<file path="src/rtl/uart_pkg.sv">
// Shared UART definitions: frame geometry, line idle level and FSM state encodings.
package uart_pkg;

    localparam int unsigned DATA_BITS  = 8;
    localparam logic        IDLE_LEVEL = 1'b1;

    typedef logic [1:0] uart_state_t;

    localparam uart_state_t StIdle  = 2'd0;
    localparam uart_state_t StStart = 2'd1;
    localparam uart_state_t StData  = 2'd2;
    localparam uart_state_t StStop  = 2'd3;

endpackage

</file>
<file path="src/rtl/uart_rx_sync.sv">
// Three-flop synchroniser for the serial line with falling-edge detect on the settled copy.
module uart_rx_sync
    import uart_pkg::*;
(
    input  logic clk_i,
    input  logic rst_i,
    input  logic serial_i,
    output logic line_o,
    output logic fall_o
);

    logic s1_q;
    logic s2_q;
    logic s3_q;

    // Reset to idle level so a reset never fakes a start edge.
    always_ff @(posedge clk_i) begin
        if (rst_i) begin
            s1_q <= IDLE_LEVEL;
            s2_q <= IDLE_LEVEL;
            s3_q <= IDLE_LEVEL;
        end else begin
            s1_q <= serial_i;
            s2_q <= s1_q;
            s3_q <= s2_q;
        end
    end

    assign line_o = s2_q;
    assign fall_o = ~s2_q & s3_q;

endmodule

</file>
<file path="src/rtl/uart_rxd_ctrl.sv">
// 8N1 UART receiver: start validation, mid-bit sampling and a host data register with
// ready, framing-error and overrun-error flags.
module uart_rxd_ctrl
    import uart_pkg::*;
#(
    parameter int unsigned CLKS_PER_BIT = 16
) (
    input  logic                 clk,
    input  logic                 rst,
    input  logic                 serial_in,
    input  logic                 read_rcv_datareg,
    output logic [DATA_BITS-1:0] data_bus,
    output logic                 rcv_ready,
    output logic                 framing_error,
    output logic                 overrun_error,
    output logic                 busy
);

    localparam int unsigned HALF = CLKS_PER_BIT / 2;
    localparam int unsigned CntW = $clog2(CLKS_PER_BIT);

    localparam logic [CntW-1:0] CntHalfLast = CntW'(HALF - 1);
    localparam logic [CntW-1:0] CntBitLast  = CntW'(CLKS_PER_BIT - 1);
    localparam logic [CntW-1:0] CntOne      = CntW'(1);

    logic line;
    logic fall;

    uart_rx_sync u_sync (
        .clk_i    (clk),
        .rst_i    (rst),
        .serial_i (serial_in),
        .line_o   (line),
        .fall_o   (fall)
    );

    uart_state_t          state_q, state_d;
    logic [CntW-1:0]      cnt_q, cnt_d;
    logic [2:0]           idx_q, idx_d;
    logic [DATA_BITS-1:0] shift_q, shift_d;
    logic [DATA_BITS-1:0] data_q, data_d;
    logic                 ready_q, ready_d;
    logic                 ferr_q, ferr_d;
    logic                 ovr_q, ovr_d;
    logic                 stop_done;

    always_comb begin
        state_d   = state_q;
        cnt_d     = cnt_q;
        idx_d     = idx_q;
        shift_d   = shift_q;
        stop_done = 1'b0;
        case (state_q)
            StIdle: begin
                if (fall) begin
                    state_d = StStart;
                    cnt_d   = '0;
                end
            end
            StStart: begin
                if (cnt_q == CntHalfLast) begin
                    cnt_d   = '0;
                    idx_d   = '0;
                    // A start bit that is high again at its centre was a glitch.
                    state_d = line ? StIdle : StData;
                end else begin
                    cnt_d = cnt_q + CntOne;
                end
            end
            StData: begin
                if (cnt_q == CntBitLast) begin
                    shift_d = {line, shift_q[DATA_BITS-1:1]};
                    cnt_d   = '0;
                    idx_d   = idx_q + 3'd1;
                    if (idx_q == 3'd7) begin
                        state_d = StStop;
                    end
                end else begin
                    cnt_d = cnt_q + CntOne;
                end
            end
            StStop: begin
                if (cnt_q == CntBitLast) begin
                    stop_done = 1'b1;
                    cnt_d     = '0;
                    state_d   = StIdle;
                end else begin
                    cnt_d = cnt_q + CntOne;
                end
            end
            default: begin
                state_d = StIdle;
            end
        endcase
    end

    // Frame completion is applied after the host clear so that a same-cycle set wins.
    always_comb begin
        data_d  = data_q;
        ready_d = ready_q;
        ferr_d  = ferr_q;
        ovr_d   = ovr_q;
        if (read_rcv_datareg && ready_q) begin
            ready_d = 1'b0;
            ferr_d  = 1'b0;
            ovr_d   = 1'b0;
        end
        if (stop_done) begin
            data_d  = shift_q;
            ready_d = 1'b1;
            ferr_d  = ~line;
            if (ready_q && !read_rcv_datareg) begin
                ovr_d = 1'b1;
            end
        end
    end

    always_ff @(posedge clk) begin
        if (rst) begin
            state_q <= StIdle;
            cnt_q   <= '0;
            idx_q   <= '0;
            shift_q <= '0;
            data_q  <= '0;
            ready_q <= 1'b0;
            ferr_q  <= 1'b0;
            ovr_q   <= 1'b0;
        end else begin
            state_q <= state_d;
            cnt_q   <= cnt_d;
            idx_q   <= idx_d;
            shift_q <= shift_d;
            data_q  <= data_d;
            ready_q <= ready_d;
            ferr_q  <= ferr_d;
            ovr_q   <= ovr_d;
        end
    end

    assign data_bus      = data_q;
    assign rcv_ready     = ready_q;
    assign framing_error = ferr_q;
    assign overrun_error = ovr_q;
    assign busy          = (state_q != StIdle);

endmodule

</file>
<file path="config.mk">
export PLATFORM = sky130hd
export DESIGN_NAME = uart_rxd_ctrl
export DESIGN_NICKNAME = d
export VERILOG_FILES = /design/src/rtl/uart_pkg.sv /design/src/rtl/uart_rx_sync.sv /design/src/rtl/uart_rxd_ctrl.sv
export SDC_FILE = /design/constraint.sdc
export NUM_CORES = 1
export LEC_CHECK = 0
export ABC_AREA = 1
export BUFFER_PORTS_ARGS = -buffer_cell sky130_fd_sc_hd__clkbuf_2
export CORE_MARGIN = 1
export CORE_UTILIZATION = 40
export DETAILED_ROUTE_END_ITERATION = 10
export PLACE_DENSITY = 0.71
export SYNTH_ARGS = -nofsm -noshare
export SYNTH_HDL_FRONTEND = slang
export SYNTH_SLANG_ARGS = --single-unit
</file>
<file path="constraint.sdc">
create_clock -name clk -period 2 [get_ports clk]
set_clock_uncertainty 0.15 [all_clocks]
set_input_delay 0.1 -clock clk [delete_from_list [all_inputs] [get_ports clk]]
set_output_delay 0.1 -clock clk [all_outputs]
set_load 0.05 [all_outputs]
</file>
==> flow_summary_export.csv, run 1 <==
group,metric,value,unit
status,status,"finished, final reports clean",
clock_tree,h-tree-depth,2,
timing,slew_headroom,0.769,
critical_path,reg2reg_slack,0.44,ns
placed_design,hpwl,1460,um
synth,yosysWarnings,0,
pwr,power.density,764,nW/um^2
finish,instances_no_fill,236,
route,routed_wl,2200,um
floorplanning,ios,16,
synth,yosysSeqAreaShare,0.483,
finish,drive_gt1_frac,0.214,
route,wl_met3,96,um
critical_path,cp_cell_sequence,"nor2_1 -> inv_1 -> clkbuf_2",
clock_tree,cts_root_buf,"clkbuf_4",
finish,final_core_utilization,0.485,
synth,synthSimpleGateAreaFrac,0.310,
clock_tree,cts-resized-gates,0,
route,highest_layer,"met4",
global_route,grt_first_pass_wirelength,3880,um
route,drc,0,
synth,synth_top_flop_cell,"dfxtp_1",
pwr,power.leakage,0.691,nW
timing,holdWs,0.265,ns
placed_design,gp_congestion,0.687,
finish,area_growth,15.4,%
route,drt_iter0_markers,22,
synth,synth_fa_ha_area_frac,0.0292,
synth,synth_nets,176,
synth,synth.area.top_cells,"dfxtp_1 48%, nor2_1 13%, nand2_1 7.6%",
synth,synth.most_common_cell,"nor2_1",
timing,rsz0062_at_grt,"false",
pwr,totalPowerFinal,1.13,mW
timing,setup_tns,0,ns
placed_design,dp.cells,226,
pwr,peakVddDrop,0.355,mV
finish,nNetsFinal,200,
synth,muxShareOfSynthArea,0,
critical_path,path_class,"flip-flop to output pin",
timing,finalSetupViolCount,0,
timing,fmax,627,MHz
placed_design,dp_slack,0.430,ns
critical_path,slowest_delay,0.49,ns
clock_tree,postCtsSetupBuffers,0,
route,wl_per_cell,9.34,um
global_route,grt_max_degree,25,
synth,synth.largest_area_cell,"dfxtp_1",
critical_path,cp_max_fo,6,
route,post_drt_via_cell_ratio,4.46,
hold_path,min_path_type,"flip-flop to flip-flop",
floorplanning,die_w,58.7,um
synth,synth_top_family_by_area,"simple AND/OR/NAND/NOR gates",
synth,ys_types,21,
placed_design,postPlaceCellArea,1400,um^2
timing,fin_ws,0.405,ns
timing,tightestPinTransition,0.347,ns
timing,post-route-period-util,0.798,
route,vias,1053,
global_route,grt_pass1_vias,908,
timing,min_period,1.60,ns
floorplanning,dieArea,3440,um^2
synth,synth_area_per_cell,7.60,um^2
critical_path,setup.worst_path.start_class,"flip-flop",
synth,synth_edf_count,0,
synth,synth_area,1280,um^2
placed_design,portBuffers,15,
route,wl_met1,1110,um
floorplanning,die_h,58.7,um
timing,hold_viol_final,0,
clock_tree,postCtsHoldBufs,4,
global_route,overflow,0,
critical_path,cp.required,1.75,ns
route,detail-route-antenna-nets,0,
global_route,antenna_found_initial,0,
synth,synth_compound_area_frac,0.117,
critical_path,arrival,1.35,ns
finish,n_antenna_cell,0,
global_route,grt_usage,0.156,
clock_tree,clk_latency,0.33,ns
route,firstDrtPassIters,4,
floorplanning,core,3050,um^2
clock_tree,clk_path_buf_depth,2,
floorplanning,num_rows,20,
synth,ys_ff_latch,31,
synth,netlist.area_leader.share,0.483,
finish,final_area,1480,um^2
synth,synthTopCellsByCount,"44 x nor2_1, 31 x dfxtp_1, 26 x nand2_1",
synth,async_reset_ff_frac,0,
timing,report.final.slew_viol_count,0,
clock_tree,cts.sink_count,31,
job,maxCapViolCount,0,
clock_tree,clk_pin_slew_worst_paths,0.08,ns
synth,synth_xor_area_frac,0,
synth,synth_cells,169,
critical_path,slowest_stage,"dfxtp_1",
clock_tree,cts_buffers,5,
route,routed-wl-met2,937,um
critical_path,cp-end-kind,"output pin",
floorplanning,initial_utilization,0.420,
clock_tree,cts_tree,"yes",
-- critical path: cells and delay by family, from the launching register on --
kind | cells | cell delay, ns
flops | 1 | 0.49
simple gates | 1 | 0.11
buf+inv | 2 | 0.41
-- layout by cell type, fill, tap and decap left out, types with 2 or more instances in the layout --
cell type      Yosys  final
clkbuf_4           0      5
inv_2              6      6
nor2_4             2      2
dlygate4sd3_1      0      4
nand2_1           26     26
o21ai_1           18     18
nor2_1            44     44
clkbuf_2           0     15
nand2_2            5      5
or2_2              2      2
inv_1              9      9
ha_1               3      3
dfxtp_1           31     31
a21oi_1            6      6
nand3_1            7      7
-- routing by layer --
metal / vias to the layer above / GRT usage
met1: 446 / 0.186
met2: 17 / 0.235
met5: - / 0
met4: 0 / 0.0918
met3: 8 / 0.0659
li1: 582 / -
-- path summary, 6_finish.rpt --
path                      startpoint                        to  cells past startpoint
min reg2reg   u_sync.s1_q$_SDFF_PP1_  u_sync.line_o$_SDFF_PP1_                      1
max          state_q[0]$_SDFFE_PP0P_                      busy                      3
max reg2reg    cnt_q[0]$_SDFFE_PP0P_     idx_q[2]$_SDFFE_PP0P_                      8
min           u_sync.s1_q$_SDFF_PP1_  u_sync.line_o$_SDFF_PP1_                      1
-- flip-flops by register name (all words and copies together), names as in the netlist, named ones only --
register / flops
framing_error: 1
shift_q: 8
u_sync.s3_q: 1
u_sync.line_o: 1
rcv_ready: 1
state_q: 1
data_bus: 8
u_sync.s1_q: 1
idx_q: 3
cnt_q: 4
-- area by class of cell --
| type | count | area (um^2) |
|---|---|---|
| fill | 323 | 1570 |
| sequential | 31 | 621 |
| multi-input combinational | 120 | 586 |
| timing repair buffer | 20 | 123 |
| inverter | 15 | 56.3 |
| tap | 44 | 55.1 |
| clock buffer | 6 | 41.3 |
-- power by group --
part	internal [mW]	switching, mW	leakage, nW
clock network	0.125	0.190	0.0242
registers	0.640	0.0237	0.251
logic	0.0562	0.0978	0.416
total	0.821	0.311	0.691
-- cells by family (layout without fill, tap and decap cells) --
family                     count (synthesis)  after routing
AOI/OAI and AO/OA                         27             27
adders and majority gates                  3              3
buffers and inverters                     18             41
DFF                                       31             31
and+or+nand+nor                           90             90
Power figures use the tool's default switching activity.
==> run 2: changes to the inputs <==
--- a/config.mk
+++ b/config.mk
@@ -5,12 +5,12 @@
 export SDC_FILE = /design/constraint.sdc
 export NUM_CORES = 1
 export LEC_CHECK = 0
-export ABC_AREA = 1
+export ABC_AREA = 0
 export BUFFER_PORTS_ARGS = -buffer_cell sky130_fd_sc_hd__clkbuf_2
 export CORE_MARGIN = 1
 export CORE_UTILIZATION = 40
 export DETAILED_ROUTE_END_ITERATION = 10
-export PLACE_DENSITY = 0.71
+export PLACE_DENSITY = 0.73
 export SYNTH_ARGS = -nofsm -noshare
 export SYNTH_HDL_FRONTEND = slang
 export SYNTH_SLANG_ARGS = --single-unit
==> constraint.sdc (replaced) <==
create_clock -name clk -period 1.3 [get_ports clk]
set_clock_uncertainty 0.15 [all_clocks]
set_input_delay 0.065 -clock clk [delete_from_list [all_inputs] [get_ports clk]]
set_output_delay 0.065 -clock clk [all_outputs]
set_load 0.05 [all_outputs]
==> run 2 against run 1 <==
Compared with the run above: the run now ends with setup timing left; via count increased by 34%; first-iteration DRC count increased to 8.5 times the previous value; utilization increased by 17 points; sequential share of layout area decreased by 11 points; non-clock buffer count increased by 28; cell area increased by 40%; sequential power increased by 44%; clock power increased to 2.5 times the previous value; critical path type is now flip-flop to flip-flop; largest cell class is now multi-input gates.
==> flow_summary_export.csv, run 2 <==
group,metric,value,unit
hold_path,min_path_type,"flip-flop to flip-flop",
synth,synth_edf_count,0,
finish,final_area,2070,um^2
route,post_drt_via_cell_ratio,5.78,
finish,n_antenna_cell,0,
clock_tree,cts_tree,"yes",
global_route,grt_pass1_vias,1272,
global_route,antenna_found_initial,0,
synth,synth_area_per_cell,8.74,um^2
job,maxCapViolCount,0,
synth,synthTopCellsByCount,"31 x dfxtp_1, 22 x a21oi_1, 19 x nand3_1",
synth,synth_area,1360,um^2
pwr,totalPowerFinal,1.87,mW
timing,holdWs,0.273,ns
pwr,power.leakage,0.808,nW
synth,ys_ff_latch,31,
pwr,power.density,905,nW/um^2
route,detail-route-antenna-nets,0,
floorplanning,die_h,60.4,um
synth,synth_cells,156,
critical_path,setup.worst_path.start_class,"flip-flop",
timing,report.final.slew_viol_count,0,
finish,instances_no_fill,245,
clock_tree,clk_latency,0.36,ns
synth,yosysWarnings,0,
clock_tree,clk_path_buf_depth,2,
timing,fmax,708,MHz
synth,netlist.area_leader.share,0.455,
timing,rsz0062_at_grt,"true",
critical_path,arrival,1.56,ns
global_route,grt_max_degree,17,
critical_path,crit_family,"simple AND/OR/NAND/NOR gates",
floorplanning,die_w,60.4,um
route,drc,0,
floorplanning,initial_utilization,0.433,
placed_design,postPlaceCellArea,1660,um^2
synth,synth.area.top_cells,"dfxtp_1 46%, a21oi_1 8.1%, nand3_1 7.0%",
floorplanning,core,3150,um^2
synth,synth.largest_area_cell,"dfxtp_1",
critical_path,cp_cell_sequence,"buf_12 -> and3b_2 -> buf_6 -> nand3_1 -> a21oi_1",
timing,fin_ws,-0.112,ns
synth,yosysSeqAreaShare,0.455,
route,firstDrtPassIters,4,
placed_design,dp.cells,226,
route,drt_iter0_markers,187,
route,wl_per_cell,15.8,um
route,routed_wl,3880,um
critical_path,cp_max_fo,8,
critical_path,cp-end-kind,"flip-flop",
floorplanning,ios,16,
critical_path,cp.required,1.45,ns
timing,hold_viol_final,0,
critical_path,path_buf_inv,2,
synth,async_reset_ff_frac,0,
clock_tree,cts_buffers,5,
timing,slew_headroom,0.801,
placed_design,hpwl,2210,um
clock_tree,cts.sink_count,31,
status,status,"finished with violations",
clock_tree,cts_root_buf,"clkbuf_4",
timing,tightestPinTransition,0.300,ns
pwr,peakVddDrop,0.532,mV
timing,min_period,1.41,ns
finish,drive_gt1_frac,0.507,
placed_design,gp_congestion,0.821,
finish,layout_common_cells,"25 x dfxtp_1, 16 x buf_4, 14 x clkbuf_2",
global_route,grt_usage,0.214,
critical_path,path_class,"flip-flop to flip-flop",
clock_tree,clk_pin_slew_worst_paths,0.11,ns
timing,post-route-period-util,1.09,
critical_path,slowest_stage,"dfxtp_2",
global_route,grt_first_pass_wirelength,5690,um
placed_design,portBuffers,15,
status,failed_checks,"setup timing",
synth,ys_types,40,
timing,finalSetupViolCount,26,
route,vias,1416,
floorplanning,num_rows,20,
critical_path,slowest_delay,0.35,ns
clock_tree,h-tree-depth,2,
finish,nNetsFinal,207,
synth,synth.most_common_cell,"dfxtp_1",
finish,final_common_cell,"dfxtp_1",
finish,area_growth,51.7,%
synth,synth_top_flop_cell,"dfxtp_1",
synth,synth_nets,163,
floorplanning,dieArea,3650,um^2
global_route,overflow,0,
-- run 2: cell count changes in the layout (fill, tap and decap cells not counted), moves of 8 or more --
cell	delta
a21oi_2	+9
nand3_2	+8
nand2_1	-24
buf_4	+15
nor2_1	-43
buf_6	+11
-- run 2: stage by stage --
step / TNS [ns] / utilization / worst slack, ns
floorplan: -0.0445 / - / -0.0231
global placement: -0.477 / 0.526 / -0.0664
detailed placement: -1.12 / 0.526 / -0.104
CTS: -0.222 / 0.607 / -0.0745
global route: -2.37 / 0.656 / -0.170
finish: -1.02 / 0.656 / -0.112
-- run 2: worst reg2reg max path: stages, from the launching register on --
cell,delay [ns]
dfxtp_2,0.35
buf_12,0.13
and3b_2,0.30
buf_6,0.15
nand3_1,0.12
a21oi_1,0.16
-- run 2: logic make-up (layout without fill, tap and decap cells) --
family / Yosys count / count (layout) / synth area share
AO/OA/AOI/OAI: 58 / 58 / 0.250
AND/OR/NAND/NOR: 46 / 47 / 0.197
flip-flops: 31 / 31 / 0.455
buffers and inverters: 17 / 61 / 0.0642
adder cells (fa/ha/maj): 3 / 3 / 0.0275
XOR/XNOR: 1 / 1 / 0.00642
-- run 2: where the power goes --
part | total (mW) | internal (mW) | switching, mW | leakage, nW
sequential | 0.957 | 0.950 | 0.00669 | 0.255
combinational | 0.116 | 0.0563 | 0.0600 | 0.505
clock | 0.799 | 0.454 | 0.345 | 0.0482
total | 1.87 | 1.46 | 0.411 | 0.808
-- run 2: worst paths after layout --
check	startpoint	to	slack [ns]	cells after the start
worst max-delay path	state_q[0]$_SDFFE_PP0P_	shift_q[0]$_SDFFE_PP0P_	-0.11	5
worst min-delay path	u_sync.s1_q$_SDFF_PP1_	u_sync.line_o$_SDFF_PP1_	0.27	1
worst max register to register	state_q[0]$_SDFFE_PP0P_	shift_q[0]$_SDFFE_PP0P_	-0.11	5
worst min register to register	u_sync.s1_q$_SDFF_PP1_	u_sync.line_o$_SDFF_PP1_	0.27	1
-- run 2: cell type report --
| type | instances | area (um^2) |
|---|---|---|
| flip-flops and latches | 31 | 638 |
| fillers | 234 | 1080 |
| inverters | 5 | 21.3 |
| clock buffers | 6 | 51.3 |
| clock inverters | 2 | 35.0 |
| well taps | 44 | 55.1 |
| multi-input cells | 109 | 855 |
| repair buffers | 48 | 414 |
-- run 2: repair_timing --
action / 4_1_cts / 5_1_grt
buffers inserted: 4 / 1
gates cloned: 2 / 1
endpoints found under the hold margin: 8 / 0
gates resized for setup: 25 / 35
pin swaps: 10 / 18
hold buffers: 3 / 0
endpoints found under the setup margin: 25 / 28
-- run 2: routing by layer --
layer | vias to the layer above | global-route usage | share of wire
li1 | 659 | - | -
met1 | 690 | 0.255 | 0.42
met2 | 49 | 0.352 | 0.49
met3 | 18 | 0.0554 | 0.053
met4 | 0 | 0.116 | 0.038
met5 | - | 0 | 0
